### src/rtl/universal_shift_reg.sv
// WIDTH-bit universal shift register: hold, parallel load, shift, rotate,
// and a self-timed LSB-first serialiser with a busy/done handshake.
module universal_shift_reg #(
  parameter int unsigned WIDTH = 4
) (
  input  logic             clk,
  input  logic             rst,
  input  logic             en,
  input  logic [2:0]       mode,
  input  logic [WIDTH-1:0] Din,
  input  logic             sin,
  output logic [WIDTH-1:0] Dout,
  output logic             sout,
  output logic             busy,
  output logic             done
);

  localparam int unsigned CNT_W = (WIDTH > 2) ? $clog2(WIDTH) : 1;

  localparam logic [2:0] MODE_HOLD  = 3'b000;
  localparam logic [2:0] MODE_LOAD  = 3'b001;
  localparam logic [2:0] MODE_SHR   = 3'b010;
  localparam logic [2:0] MODE_SHL   = 3'b011;
  localparam logic [2:0] MODE_ROR   = 3'b100;
  localparam logic [2:0] MODE_ROL   = 3'b101;
  localparam logic [2:0] MODE_SER   = 3'b110;

  typedef enum logic [0:0] {
    ST_IDLE  = 1'b0,
    ST_SHIFT = 1'b1
  } state_e;

  state_e           state_q, state_d;
  logic [WIDTH-1:0] dout_q, dout_d;
  logic [CNT_W-1:0] cnt_q, cnt_d;
  logic             done_q, done_d;

  // State register; reset aborts any serialisation in flight.
  always_ff @(posedge clk or negedge rst) begin
    if (!rst) begin
      state_q <= ST_IDLE;
      dout_q  <= '0;
      cnt_q   <= '0;
      done_q  <= 1'b0;
    end else begin
      state_q <= state_d;
      dout_q  <= dout_d;
      cnt_q   <= cnt_d;
      done_q  <= done_d;
    end
  end

  // Next-state and datapath; done defaults low so it never outlives one edge.
  always_comb begin
    state_d = state_q;
    dout_d  = dout_q;
    cnt_d   = cnt_q;
    done_d  = 1'b0;
    unique case (state_q)
      ST_IDLE: begin
        if (en) begin
          case (mode)
            MODE_HOLD: dout_d = dout_q;
            MODE_LOAD: dout_d = Din;
            MODE_SHR:  dout_d = {sin, dout_q[WIDTH-1:1]};
            MODE_SHL:  dout_d = {dout_q[WIDTH-2:0], sin};
            MODE_ROR:  dout_d = {dout_q[0], dout_q[WIDTH-1:1]};
            MODE_ROL:  dout_d = {dout_q[WIDTH-2:0], dout_q[WIDTH-1]};
            MODE_SER: begin
              dout_d  = Din;
              cnt_d   = CNT_W'(WIDTH - 1);
              state_d = ST_SHIFT;
            end
            default:   dout_d = dout_q;
          endcase
        end
      end
      ST_SHIFT: begin
        if (en) begin
          dout_d = {1'b0, dout_q[WIDTH-1:1]};
          if (cnt_q == '0) begin
            state_d = ST_IDLE;
            done_d  = 1'b1;
          end else begin
            cnt_d = cnt_q - CNT_W'(1);
          end
        end
      end
      default: state_d = ST_IDLE;
    endcase
  end

  assign Dout = dout_q;
  assign sout = dout_q[0];
  assign busy = (state_q == ST_SHIFT);
  assign done = done_q;

endmodule

### config.mk
export PLATFORM = sky130hd
export DESIGN_NAME = universal_shift_reg
export DESIGN_NICKNAME = d
export VERILOG_FILES = /design/src/rtl/universal_shift_reg.sv
export SDC_FILE = /design/constraint.sdc
export NUM_CORES = 1
export LEC_CHECK = 0
export ABC_AREA = 1
export CAP_MARGIN = 25
export CORE_AREA = 8 8 45 47
export DETAILED_ROUTE_END_ITERATION = 16
export DIE_AREA = 0 0 53 55
export PLACE_DENSITY = 0.75
export SLEW_MARGIN = 10
export SYNTH_ARGS = -nofsm -noshare
export SYNTH_HDL_FRONTEND = slang
export SYNTH_SLANG_ARGS = --single-unit
### constraint.sdc
create_clock -name clk -period 1.2 [get_ports clk]
set_input_delay 0.18 -clock clk [delete_from_list [all_inputs] [get_ports clk]]
set_output_delay 0.18 -clock clk [all_outputs]
set_load 0.01 [all_outputs]
==> run metrics <==
DRC errors left 0; Synth Warn # 0; GRT Max-Usage Layer met2; count of nets after finishing 128; DRT Pass-1 Iters 4; Distinct cells, synth 17; Starting Density 41.0%; Worst setup SP type register; max_slew headroom 76.4%; measured slew at the worst slew-check pin 0.353 ns; worst reg2reg setup slack 0.06 ns; PortBufs 17; clock skew 0.00409 ns; outcome complete, no violations; DP HPWL 1130 microns; Leak 0.475 nW; syn nets 95; final max-slew violation count 0; Power Density 1680 nW/um^2; CP Cell Sequence dlygate4sd2_1; fmax 875 MHz; Mapped Area 568 sq um; Die Height 55 microns; final setup fails 0; total CTS buffers 3; GRT overflow 0; met2 usage 17.2%; Syn Inst Count 83; CTS tree yes; worst r2r src cnt_q[1]$_DFFE_PN0P_; initial drt markers 11; worst path bufs/invs 1; critical path class register to output pin; global placer's final weighted congestion 0.837; first-pass GRT wire length 2220 microns; Final Hold Viols 0; VDD IR-drop max 911 uV; largest net degree at the start of global routing 9; setup TNS 0 ns; synthesis-to-finish area growth 51.1%; r2r endpoint cnt_q[0]$_DFFE_PN0P_; CTS sink count 8; RSZ-0062 raised after global routing yes; Hold/Removal Path Class input port to async pin; chip width 53 microns; Rows 14; Core Area 1380 sq um; CTS HTree Levels 1; Critical Path RT 1.02 ns; Max Cap Viol 0; Skew-Pair Late Insertion Delay 0.25 ns; Pwr Total 1.44 mW; final WL 1500 microns; CTS root buf clkbuf_4; Wirelength per Cell 11.6 microns; Top delay family on crit path flip-flops; final cell area excluding filler cells 858 sq um; drt via density 4.69; Avg Inst Size Synth 6.84 sq um; initial antenna violation count 0; synthesized flop and latch total 8; share of cells above drive strength 1 27.2%; most frequent cells in the layout 35 x nand2_1, 13 x buf_4, 10 x dlygate4sd2_1; CTS max path bufs 2; number of global-route vias before repair 537; M1 GR Usage 10.2%; Top Ports 18; CP Capture Type output pin; Seq/Total Area, Yosys 35.2%; overall global routing resource usage 9.95%; non-filler cells in the finished layout 130; GR met3 Demand/Resource 3.74%; Worst path max stage delay 0.41 ns; commonest non-fill, non-tap cell in the layout nand2_1; multi-input logic area 327 sq um; CP Max Fanout 4; FF+latch area 200 sq um; ant diodes 0; die area 2920 sq um; Tmin final 1.14 ns; Min Hold Slack 0.208 ns; via count 610; Tcrit/Tclk final 95.2%; placed instance count 125; ANT nets after route 0; Layout fillers 120; CTS hold repair buffers 0; Area after DPL 818 sq um; worst reg-to-reg path cell count 7; crit path max-delay cell type dfrtp_1; Clock Pin Slew Worst Setup and Hold Paths 0.05 ns; Worst EP arrival 0.96 ns
-- routing by layer --
metal	up-vias	wire length (microns)	share of wire (%)
met4	0	5	0.33
met3	2	83	5.5
met2	10	751	50
li1	330	-	-
met1	268	663	44
met5	-	0	0
-- layout make-up --
cell class                      instances  share of cell area (%)
Multi-Input combinational cell         64                    38.0
Clock buffer                            3                    2.62
Sequential cell                         8                    23.3
Tap cell                               16                    2.33
Inverter                                9                    3.94
Timing Repair Buffer                   30                    29.7
-- cell families (layout without fill, tap and decap cells) --
group,Yosys count,after routing,synth area share (%)
compound gates,8,8,10.1
fa+ha+maj,1,1,2.20
buf+inv,11,42,9.91
flops,8,8,35.2
simple gates,55,55,42.5
-- power by group --
part	total, mW	internal [mW]	switching, mW
logic	0.809	0.396	0.413
registers	0.439	0.376	0.0627
clock network	0.192	0.114	0.0788
-- per-stage QoR --
step	setup slack (ns)	util, %
after global placement	-0.308	59.1
after global routing	-0.0261	62.0
after detailed placement	-0.344	59.1
final	0.0576	62.0
after CTS	0.0182	59.9
after floorplan	0.146	-
-- worst max path at each step --
stage | startpoint | to | cells past startpoint
4_1_cts | cnt_q[0]$_DFFE_PN0P_ | cnt_q[0]$_DFFE_PN0P_ | 7
5_1_grt | busy$_DFF_PN0_ | cnt_q[1]$_DFFE_PN0P_ | 6
6_report | busy$_DFF_PN0_ | busy | 1
3_5_place_dp | mode[0] | Dout[0]$_DFFE_PN0P_ | 8
3_3_place_gp | mode[0] | Dout[0]$_DFFE_PN0P_ | 8
2_1_floorplan | busy$_DFF_PN0_ | Dout[3]$_DFFE_PN0P_ | 6
-- timing repair --
action / 4_1_cts / 5_1_grt
setup buffers: 0 / 2
gates resized for setup: 10 / 5
setup endpoints to repair: 12 / 4
-- registers in the layout (all words and copies together) (netlist names) --
name and flops:
Dout 4, busy 1, cnt_q 2, done 1
-- worst reg2reg max path, cell delays in order, from the launching register on --
cell and delay [ns]:
dfrtp_1 0.35, inv_1 0.05, ha_2 0.16, nand2_2 0.08
nand2_2 0.07, a21oi_4 0.15, o21ai_0 0.11, o21ai_0 0.08
-- cells in the mapped netlist --
library cell,instances,area [sq um]
nand3_1,5,25.0
a21oi_2,1,8.76
nand2_1,37,139
nand2_2,5,31.3
nand3_2,1,10.0
o21ai_0,4,20.0
buf_4,1,7.51
nor2_1,3,11.3
dfrtp_1,8,200
nand4_1,4,25.0
inv_2,3,11.3
buf_8,1,15.0
a21oi_4,1,16.3
o22ai_1,1,6.26
inv_1,6,22.5
ha_1,1,12.5
a31oi_1,1,6.26
Note: power is estimated with default switching activity, not from simulation.
==> variant 1 (config.mk and constraints unchanged) <==
Reset style: synchronous (`rst`), changed in one clocked block.
--- a/src/rtl/universal_shift_reg.sv
+++ b/src/rtl/universal_shift_reg.sv
@@ -38,3 +38,3 @@
   // State register; reset aborts any serialisation in flight.
-  always_ff @(posedge clk or negedge rst) begin
+  always_ff @(posedge clk) begin
     if (!rst) begin
Check against the original RTL: differs if rst is asserted again (counterexample within 4 cycles, from zero or initial values and one cycle with rst low); with rst held inactive, the same outputs for 10 cycles.
==> variant 1 against the original RTL <==
Hold slack improved by 0.24 ns. Wire length rose by 17%. Final area rose by 4.4%. Sequential cell count did not move. Count of clock-buffer cells in the layout did not move. Sequential share of layout area fell by 5.2 points. Setup slack improved by 0.0039 ns. Area after synthesis rose by 4.8%. Core utilization rose by 2.7 points. Via count rose by 16%. Critical endpoint is now cnt_q[0]$_SDFFE_PN0P_.
Power is not compared: it rests on default switching activity, and its combinational part moved more than twofold at a synthesized area within 25%.
==> variant 1: results (changes against the original RTL) <==
<table>
<tr><th>Metric</th><th>Value</th></tr>
<tr><th colspan="2">Outcome</th></tr>
<tr><td>Run status</td><td>finished clean</td></tr>
<tr><th colspan="2">STA</th></tr>
<tr><td>Relative slew slack</td><td>0.7848 (+0.02071)</td></tr>
<tr><th colspan="2">Routing</th></tr>
<tr><td>Aggregate routed wire length</td><td>1753 um (+17%)</td></tr>
<tr><td>Detailed-route wire length on metal 1</td><td>718 um (+8.3%)</td></tr>
<tr><td>Wirelength per Cell</td><td>11.69 um (+1.0%)</td></tr>
<tr><td>Mean number of vias per cell</td><td>4.727 (+0.73%)</td></tr>
<tr><th colspan="2">Worst setup path</th></tr>
<tr><td>Cell with the largest stage delay on the worst path</td><td>sky130_fd_sc_hd__dfxtp_1</td></tr>
<tr><td>Worst-path maximum fanout</td><td>3 (-1)</td></tr>
<tr><th colspan="2">Place</th></tr>
<tr><td>Area after DPL</td><td>819.5 sq um (+0.15%)</td></tr>
<tr><td>Cell count after placement</td><td>143 (+14%)</td></tr>
<tr><td>Routability Congestion</td><td>0.8294 (-0.96%)</td></tr>
<tr><td>Worst-case setup slack after placement</td><td>-0.4587 ns (-0.1144 ns)</td></tr>
<tr><th colspan="2">Yosys</th></tr>
<tr><td>Cells taking the most area after synthesis</td><td>sky130_fd_sc_hd__dfxtp_1, sky130_fd_sc_hd__nand2_1, sky130_fd_sc_hd__inv_1, sky130_fd_sc_hd__nand3_1, sky130_fd_sc_hd__nor2_1</td></tr>
<tr><td>Biggest area consumer among synthesized cells</td><td>sky130_fd_sc_hd__dfxtp_1</td></tr>
<tr><td>Fraction of registers with async set or reset after synthesis</td><td>0 (-1.000)</td></tr>
<tr><td>Area fraction in compound gates after synthesis</td><td>0.09034 (-0.01099)</td></tr>
<tr><td>Synth Net Count</td><td>117 (+23%)</td></tr>
<tr><td>Fraction of the mapped netlist area in adder cells</td><td>0.02101 (-0.001018)</td></tr>
<tr><th colspan="2">Cells and area</th></tr>
<tr><td>Fillers</td><td>135 (+13%)</td></tr>
<tr><td>Fraction of layout instances using a drive strength above 1</td><td>0.2463 (-0.02566)</td></tr>
<tr><td>Multi-input logic portion of the cell area</td><td>0.4232 (+0.04272)</td></tr>
<tr><td>Non-clock buffering overhead in the final layout</td><td>0.2682 (-0.02922)</td></tr>
<tr><td>Layout Utilization</td><td>0.6474 (+0.02712)</td></tr>
<tr><td>Sequential share of cell area</td><td>0.1816 (-0.05167)</td></tr>
<tr><td>Seq_cells</td><td>8 (unchanged)</td></tr>
<tr><td>Clock network share of area</td><td>0.02514 (-0.001099)</td></tr>
<tr><th colspan="2">Hold path</th></tr>
<tr><td>HP Class</td><td>primary input to flop</td></tr>
<tr><th colspan="2">GRT</th></tr>
<tr><td>Pin count of the biggest net entering global routing</td><td>8 (-1)</td></tr>
<tr><td>First-pass GRT wire length</td><td>2918 um (+31%)</td></tr>
<tr><td>Met1 Resource Use GR</td><td>0.1284 (+0.02643)</td></tr>
</table>
-- variant 1: timing repair --
| action | 4_1_cts | 5_1_grt |
|---|---|---|
| setup endpoints to repair | 14 | 7 |
| buffers inserted | 1 | 3 |
| gates resized for setup | 15 | 19 |
| pin swaps | 2 | 4 |
-- variant 1: final timing paths --
| check | to | slack (ns) | depth (start not counted) | from |
|---|---|---|---|---|
| worst max-delay path | cnt_q[0]$_SDFFE_PN0P_ | 0.06 | 7 | cnt_q[1]$_SDFFE_PN0P_ |
| worst min-delay path | busy$_SDFF_PN0_ | 0.45 | 5 | mode[2] |
| worst max register to register | cnt_q[0]$_SDFFE_PN0P_ | 0.06 | 7 | cnt_q[1]$_SDFFE_PN0P_ |
| worst min register to register | cnt_q[0]$_SDFFE_PN0P_ | 0.45 | 1 | cnt_q[0]$_SDFFE_PN0P_ |
==> variant 2 (same flow settings) <==
Made on the original files. `WIDTH`: 4 -> 2.
--- a/src/rtl/universal_shift_reg.sv
+++ b/src/rtl/universal_shift_reg.sv
@@ -3,3 +3,3 @@
 module universal_shift_reg #(
-  parameter int unsigned WIDTH = 4
+  parameter int unsigned WIDTH = 2
 ) (
Ports: changed (resized Din and Dout); port bits go from 18 to 14. No check against the original RTL was run, so the function may have changed too.
==> variant 2 against the original RTL <==
Sequential share of layout area increased by 0.60 points. Largest power group unchanged. Sequential cell count decreased by 3. Critical endpoint is now Dout[0]. Final area decreased by 39%. Wire length decreased by 43%. Area after synthesis decreased by 42%. Register-to-register slack improved by 0.11 ns. Setup slack improved by 0.023 ns. Power decreased by 39%.
==> variant 2: results (changes against the original RTL) <==
<table>
<tr><th>Metric</th><th>Value</th></tr>
<tr><th colspan="2">Cells and area</th></tr>
<tr><td>Nonclk inv count</td><td>7 (-2)</td></tr>
<tr><td>Non-clock buffering overhead in the final layout</td><td>0.2871 (-0.01030)</td></tr>
<tr><td>Clock network share of area</td><td>0.05024 (+0.02400)</td></tr>
<tr><td>Multi-input logic portion of the cell area</td><td>0.3349 (-0.04554)</td></tr>
<tr><td>Final instance area</td><td>523.0 sq um (-39%)</td></tr>
<tr><th colspan="2">Yosys</th></tr>
<tr><td>Number of unique standard cell types used by synthesis</td><td>14 (-3)</td></tr>
<tr><td>Portion of the post-synthesis area used by sequential elements</td><td>0.3802 (+0.02781)</td></tr>
<tr><td>Mean area per synthesized cell</td><td>6.452 sq um (-5.7%)</td></tr>
<tr><td>Cells taking the most area after synthesis</td><td>sky130_fd_sc_hd__dfrtp_1, sky130_fd_sc_hd__nand2_1, sky130_fd_sc_hd__nand3_1, sky130_fd_sc_hd__nor2_1, sky130_fd_sc_hd__inv_2</td></tr>
<tr><th colspan="2">Place</th></tr>
<tr><td>Final HPWL DP</td><td>689.9 um (-39%)</td></tr>
<tr><td>Port Buffers</td><td>13 (-4)</td></tr>
<tr><td>Cell count after placement</td><td>82 (-34%)</td></tr>
<tr><td>Routability Congestion</td><td>0.7303 (-13%)</td></tr>
<tr><th colspan="2">Power and ir drop</th></tr>
<tr><td>Worst vdd rail ir drop</td><td>0.7020 mV (-23%)</td></tr>
<tr><td>Switching Fraction</td><td>0.3595 (-0.02580)</td></tr>
<tr><td>Part of the total power dissipated in combinational logic</td><td>0.461 (-0.101)</td></tr>
<tr><th colspan="2">Worst setup path</th></tr>
<tr><td>Flop-to-flop setup slack</td><td>0.17 ns (+0.11 ns)</td></tr>
<tr><td>Capturing point of the worst reg2reg path</td><td>Dout[0]$_DFFE_PN0P_</td></tr>
<tr><td>Worst EP arrival</td><td>0.94 ns (-0.02 ns)</td></tr>
<tr><td>Worst reg2reg path startpoint</td><td>Dout[1]$_DFFE_PN0P_</td></tr>
<tr><th colspan="2">GRT</th></tr>
<tr><td>Pin count of the biggest net entering global routing</td><td>7 (-2)</td></tr>
<tr><td>Overall fraction of global-route tracks in use</td><td>0.06791 (-0.03160)</td></tr>
<tr><th colspan="2">Outcome</th></tr>
<tr><td>Run status</td><td>finished clean</td></tr>
<tr><th colspan="2">Clocking</th></tr>
<tr><td>Clk sinks</td><td>5 (-3)</td></tr>
<tr><th colspan="2">STA</th></tr>
<tr><td>Skew final</td><td>0.003050 ns (-0.001044 ns)</td></tr>
</table>
-- variant 2: cell count changes after synthesis, sizes merged, moves of 2 or more --
| cell | delta |
|---|---|
| nand2 | -24 |
| nand4 | -3 |
| inv | -2 |
| nor2 | +6 |
| dfrtp | -3 |
| o21ai | -3 |
-- variant 2: stage by stage --
| stage | total power (uW) | util | setup slack (ns) |
|---|---|---|---|
| floorplan | 500.2 | - | 0.1866 |
| global placement | 739.6 | 0.3571 | -0.2511 |
| detailed placement | 741.9 | 0.3571 | -0.2524 |
| CTS | 900.3 | 0.3707 | 0.0009645 |
| global route | 974.4 | 0.3779 | 0.03888 |
| finish | 877.1 | 0.3779 | 0.08105 |
-- variant 2: logic make-up after synthesis --
| group | Yosys count |
|---|---|
| and+or+nand+nor | 34 |
| DFF | 5 |
| buffers and inverters | 8 |
| AOI/OAI and AO/OA | 4 |
-- variant 2: metal layers --
metal	vias to the layer above	part of all wire
met5	-	0
met4	0	0
met3	0	0.11
met1	159	0.44
li1	200	-
met2	11	0.45
